### src/rtl/ram_block_requester_pkg.sv
// Shared types for the RAM block requester: RAM handshake states, requester FSM states,
// block owner encoding and the round-robin grant helper.
package ram_block_requester_pkg;

  typedef enum logic [1:0] {FREE = 2'd0, BUSY = 2'd1, ACCESS = 2'd2, ERROR = 2'd3} ramstate_t;
  typedef enum logic [1:0] {IDLE = 2'd0, XFER = 2'd1, DONE = 2'd2} req_state_t;
  typedef enum logic {OWN_I = 1'b0, OWN_D = 1'b1} owner_t;

  // A lone request wins outright; on contention the side not granted last time wins.
  function automatic owner_t rr_pick(input logic i_req, input logic d_req, input owner_t last);
    if (i_req && d_req) return (last == OWN_I) ? OWN_D : OWN_I;
    return d_req ? OWN_D : OWN_I;
  endfunction

endpackage

### src/rtl/ram_block_requester.sv
// Initiator side of cpu_ram_if: arbitrates icache/dcache block requests and sequences each
// block as back-to-back single-word RAM accesses. Optional per-word timeout: RAM_REQ_TIMEOUT_EN.
module ram_block_requester
  import ram_block_requester_pkg::*;
#(
  parameter int WORDS_PER_BLOCK = 2,
  parameter int IDX_W           = 1
`ifdef RAM_REQ_TIMEOUT_EN
  ,
  parameter int TIMEOUT         = 64
`endif
) (
  input  logic             CLK,
  input  logic             nRST,
  input  logic             i_req,
  input  logic [31:0]      i_addr,
  input  logic             d_req,
  input  logic             d_wen,
  input  logic [31:0]      d_addr,
  input  logic [31:0]      d_store,
  output logic             blk_owner,
  output logic             blk_busy,
  output logic [IDX_W-1:0] blk_idx,
  output logic             blk_word_vld,
  output logic [31:0]      blk_load,
  output logic             i_done,
  output logic             d_done,
  output logic             ram_err,
  output logic             ramREN,
  output logic             ramWEN,
  output logic [31:0]      ramaddr,
  output logic [31:0]      ramstore,
  input  logic [31:0]      ramload,
  input  ramstate_t        ramstate,
  output req_state_t       dbg_state_o
);

  localparam logic [IDX_W-1:0] LAST_IDX = IDX_W'(WORDS_PER_BLOCK - 1);

  req_state_t       state_q, state_d;
  owner_t           owner_q, owner_d;
  owner_t           last_q, last_d;
  logic [31:0]      base_q, base_d;
  logic             wen_q, wen_d;
  logic [IDX_W-1:0] idx_q, idx_d;
  logic             err_q, err_d;
  owner_t           grant;

`ifdef RAM_REQ_TIMEOUT_EN
  localparam int TMO_W = $clog2(TIMEOUT + 1);
  logic [TMO_W-1:0] tmo_q, tmo_d;
`endif

  always_ff @(posedge CLK or negedge nRST) begin
    if (!nRST) begin
      state_q <= IDLE;
      owner_q <= OWN_I;
      last_q  <= OWN_I;
      base_q  <= '0;
      wen_q   <= 1'b0;
      idx_q   <= '0;
      err_q   <= 1'b0;
`ifdef RAM_REQ_TIMEOUT_EN
      tmo_q   <= '0;
`endif
    end else begin
      state_q <= state_d;
      owner_q <= owner_d;
      last_q  <= last_d;
      base_q  <= base_d;
      wen_q   <= wen_d;
      idx_q   <= idx_d;
      err_q   <= err_d;
`ifdef RAM_REQ_TIMEOUT_EN
      tmo_q   <= tmo_d;
`endif
    end
  end

  always_comb begin
    state_d = state_q;
    owner_d = owner_q;
    last_d  = last_q;
    base_d  = base_q;
    wen_d   = wen_q;
    idx_d   = idx_q;
    err_d   = err_q;
    grant   = rr_pick(i_req, d_req, last_q);
`ifdef RAM_REQ_TIMEOUT_EN
    tmo_d   = '0;
`endif
    case (state_q)
      IDLE: begin
        if (i_req || d_req) begin
          owner_d = grant;
          base_d  = (grant == OWN_D) ? d_addr : i_addr;
          wen_d   = (grant == OWN_D) && d_wen;
          idx_d   = '0;
          state_d = XFER;
        end
      end
      XFER: begin
        if (ramstate == ACCESS) begin
          if (idx_q == LAST_IDX) state_d = DONE;
          else                   idx_d   = idx_q + 1'b1;
        end else if (ramstate == ERROR) begin
          err_d   = 1'b1;
          state_d = DONE;
        end
`ifdef RAM_REQ_TIMEOUT_EN
        else if (tmo_q == TMO_W'(TIMEOUT - 1)) begin
          err_d   = 1'b1;
          state_d = DONE;
        end else begin
          tmo_d = tmo_q + 1'b1;
        end
`endif
      end
      DONE: begin
        last_d  = owner_q;
        idx_d   = '0;
        state_d = IDLE;
      end
      default: state_d = IDLE;
    endcase
  end

  // Enables drop in DONE and IDLE, so every block starts from a fresh RAM request.
  always_comb begin
    ramREN       = 1'b0;
    ramWEN       = 1'b0;
    ramaddr      = '0;
    ramstore     = '0;
    blk_word_vld = 1'b0;
    i_done       = 1'b0;
    d_done       = 1'b0;
    if (state_q == XFER) begin
      ramREN       = !wen_q;
      ramWEN       = wen_q;
      ramaddr      = base_q + 32'({idx_q, 2'b00});
      ramstore     = (wen_q && owner_q == OWN_D) ? d_store : '0;
      blk_word_vld = (ramstate == ACCESS);
    end
    if (state_q == DONE) begin
      i_done = (owner_q == OWN_I);
      d_done = (owner_q == OWN_D);
    end
  end

  assign blk_owner   = owner_q;
  assign blk_busy    = (state_q != IDLE);
  assign blk_idx     = idx_q;
  assign blk_load    = ramload;
  assign ram_err     = err_q;
  assign dbg_state_o = state_q;

endmodule

### config.mk
export PLATFORM = sky130hd
export DESIGN_NAME = ram_block_requester
export DESIGN_NICKNAME = d
export VERILOG_FILES = /design/src/rtl/ram_block_requester_pkg.sv /design/src/rtl/ram_block_requester.sv
export SDC_FILE = /design/constraint.sdc
export NUM_CORES = 1
export LEC_CHECK = 0
export CORE_MARGIN = 10
export CORE_UTILIZATION = 34
export DETAILED_ROUTE_END_ITERATION = 12
export GPL_TIMING_DRIVEN = 0
export HOLD_SLACK_MARGIN = 0.05
export PLACE_DENSITY = 0.93
export RECOVER_POWER = 25
export SYNTH_ARGS = -nofsm -noshare
export SYNTH_HDL_FRONTEND = slang
export SYNTH_SLANG_ARGS = --single-unit
### constraint.sdc
create_clock -name CLK -period 3.09 [get_ports CLK]
set_input_delay 0.4635 -clock CLK [delete_from_list [all_inputs] [get_ports CLK]]
set_output_delay 0.4635 -clock CLK [all_outputs]
set_load 0.1 [all_outputs]
==> results.py <==
metrics = {
    "run_status": {
        "status": "complete, but fails checks",
        "violations": "max-capacitance violations, max-slew violations",
    },
    "clocking": {
        "tritoncts": "yes",
        "path_clk_slew_ps": 80,
        "clock_latency_ps": 300,
        "htree_num_levels": 2,
        "cts_made_buffers": 5,
        "root_buffer": "clkbuf_8",
        "hold_buffers": 0,
        "clock-sinks": 39,
        "cts_max_path_buffers": 2,
    },
    "grt": {
        "grt_pass1_wl_mm": 20.1,
        "grt_usage": 0.190,
        "grt.overflow.total": 0,
        "antenna_found_initial": 0,
        "grt_pass1_vias": 3715,
        "grt_max_degree": 40,
    },
    "worst_setup_path": {
        "cp-end-kind": "output port",
        "arrival_ps": 2600,
        "cp-start-kind": "register",
        "slowest_stage": "nor4_2",
        "path_cells": "buf_6, nand4_4, buf_4, nor4_2, a31oi_1, a41o_1, clkdlybuf4s15_2",
        "crit_required_ps": 2630,
        "worstPathMaxFanout": 8,
        "critPathLaunch": "base_q[3]",
        "reg2reg_from": "last_q",
        "cpPeakStageDelay_ps": 570,
        "critPathKind": "reg2out",
    },
    "sta": {
        "hold_violations": 0,
        "rsz0062_at_grt": "true",
        "slew_violations": 40,
        "finalSetupTns_ps": 0,
        "clock.fmax_ghz": 0.327,
        "fin_crit_sh": 0.991,
        "setup_slack_ps": 27.7,
        "period_needed_ps": 3060,
        "slew_headroom": -0.438,
        "holdWs_ps": 493,
        "worstMarginPinSlew_ps": 2160,
        "finalClockSkew_ps": 9.33,
        "setup_viol": 0,
    },
    "min_path": {
        "hold_class": "reg2reg",
        "hold_start": "ram_err",
    },
    "final_layout": {
        "seq_area_um2": 982,
        "final_nets": 731,
        "stdcell_count": 703,
        "fin_util": 0.645,
        "drive_gt1_frac": 0.247,
        "diodes": 0,
        "fin_area_um2": 5630,
        "nFillCells": 706,
        "synthToLayoutAreaGrowth_pct": 85.0,
        "multi_input_area_um2": 1950,
    },
    "yosys": {
        "ys_types": 42,
        "synth-async-reset-ratio": 1.00,
        "synth_seq_area_share": 0.321,
        "synthSimpleGateAreaFrac": 0.263,
        "synth_mux_area_frac": 0.105,
        "synth-xor-area-share": 0.0288,
        "synth_top_family_by_area": "simple AND/OR/NAND/NOR gates",
        "syn_inst": 376,
        "synth-main-ff-cell": "dfrtp_1",
        "synth-compound-area-share": 0.149,
        "yosysWarnings": 0,
        "syn_avg_cell_area_um2": 8.09,
        "synth_area_um2": 3040,
        "synthAdderAreaFrac": 0.00822,
        "synth_edf_count": 0,
        "syn_nets": 513,
        "ys_ff_latch": 39,
    },
    "pwr": {
        "power.density_nw_per_um2": 1030,
        "total_power_mw": 5.78,
        "ir_drop_uv": 602,
        "p_leak_nw": 2.38,
    },
    "placed_design": {
        "gp_congestion": 0.839,
        "dp.final_hpwl_mm": 11.2,
        "pre_cts_ws_ps": -669,
        "placed_area_um2": 5460,
        "numPortBuffers": 209,
        "dpl.cell_count": 693,
    },
    "routing": {
        "drt.antenna.violating_nets": 0,
        "drtIter0Drc": 185,
        "num_vias": 3602,
        "vias_per_cell": 5.12,
        "routedWlPerCell_um": 19.6,
        "routed_wl_mm": 13.8,
        "drc": 0,
        "first_pass_iters": 4,
    },
    "floorplanning": {
        "core_um2": 8720,
        "die_h_um": 115,
        "initial_core_util": 0.349,
        "fp.dieW_um": 115,
        "io_pins": 242,
        "rows": 34,
        "die_area_um2": 13100,
    },
    "flow_run": {
        "cap_viol_max_count": 1,
    },
}
path summary, 6_finish.rpt:
kind / end / cells after the start / slack, ps
max: ramaddr[21] / 7 / 30
min: ram_err / 1 / 490
max reg2reg: base_q[18] / 5 / 850
min reg2reg: ram_err / 1 / 490
max in group asynchronous: blk_idx / 1 / 770
min in group asynchronous: base_q[22] / 1 / 790
kinds of logic (layout without fill, tap and decap cells):
family,after synthesis,count (layout)
compound gates,79,79
xor+xnor,10,10
fa+ha+maj,2,2
buf+inv,65,284
flops,39,39
mux,32,32
simple gates,149,149
power by group:
part	internal, mW	switching, mW	total (mW)	leakage (nW)
clock	0.204	0.189	0.393	0.0515
combinational	1.13	3.18	4.30	1.85
sequential	0.755	0.334	1.09	0.475
total	2.08	3.70	5.78	2.38
metal layers:
layer | global-route usage | up-vias | part of all wire
li1 | - | 1708 | -
met1 | 0.197 | 1711 | 0.35
met2 | 0.357 | 160 | 0.55
met3 | 0.0592 | 23 | 0.080
met4 | 0.0501 | 0 | 0.022
met5 | 0 | - | 0
cell type report:
type	instances	area share
repair buffers	213	0.369
multi-input cells	272	0.346
flip-flops and latches	39	0.174
plain buffers	55	0.0638
well taps	108	0.0240
clock buffers	8	0.0178
inverters	8	0.00533
cell usage in the layout (no fill, tap or decap), types with 5 or more instances in the layout:
master / instances
nor2_1: 16
mux2i_1: 32
buf_12: 10
and2_1: 38
clkdlybuf4s15_1: 7
or3_1: 7
o21ai_0: 41
buf_4: 40
clkbuf_2: 29
inv_1: 8
clkdlybuf4s15_2: 11
or4_4: 7
xnor2_1: 7
a21oi_4: 12
nand2_1: 44
nor3_1: 5
buf_6: 5
dfrtp_1: 36
nand3_1: 8
clkdlybuf4s50_1: 143
clkbuf_1: 15
nand4_1: 6
clkbuf_8: 7
critical path, delay by kind of cell, from the launching register on:
kind	cells	cell delay, ps
simple gates	2	710
compound gates	2	440
buf+inv	3	770
flops	1	360
sequential cells by signal, summed over array words and instances, names as in the netlist:
register	flops
wen_q	1
dbg_state_o	2
ram_err	1
last_q	1
blk_idx	1
base_q	32
blk_owner	1
Yosys cell counts (2+ instances only):
library cell  number  share of area
a21oi_1           17          0.028
and2_1            38          0.078
and4_1             3         0.0086
buf_1              2         0.0025
buf_2              6         0.0099
buf_4             32          0.079
clkbuf_1          16          0.020
dfrtp_1           39           0.32
ha_1               2         0.0082
inv_1              8         0.0099
mux2i_1           32           0.11
nand2_1           45          0.056
nand2b_1           3         0.0062
nand3_1            8          0.013
nand4_1            6          0.012
nor2_1            19          0.023
nor3_1             5         0.0082
o21ai_0           43          0.071
o311ai_0           2         0.0058
o31ai_1            7          0.017
or3_1              7          0.014
or4_1              8          0.020
xnor2_1            7          0.020
xor2_1             3         0.0086
timing repair:
action                                 CTS  global route
pin swaps                                2             2
setup endpoints to repair               65            52
buffers inserted                         1             3
gates resized for setup                207            86
endpoints found under the hold margin    0             0
Power figures use the tool's default switching activity.
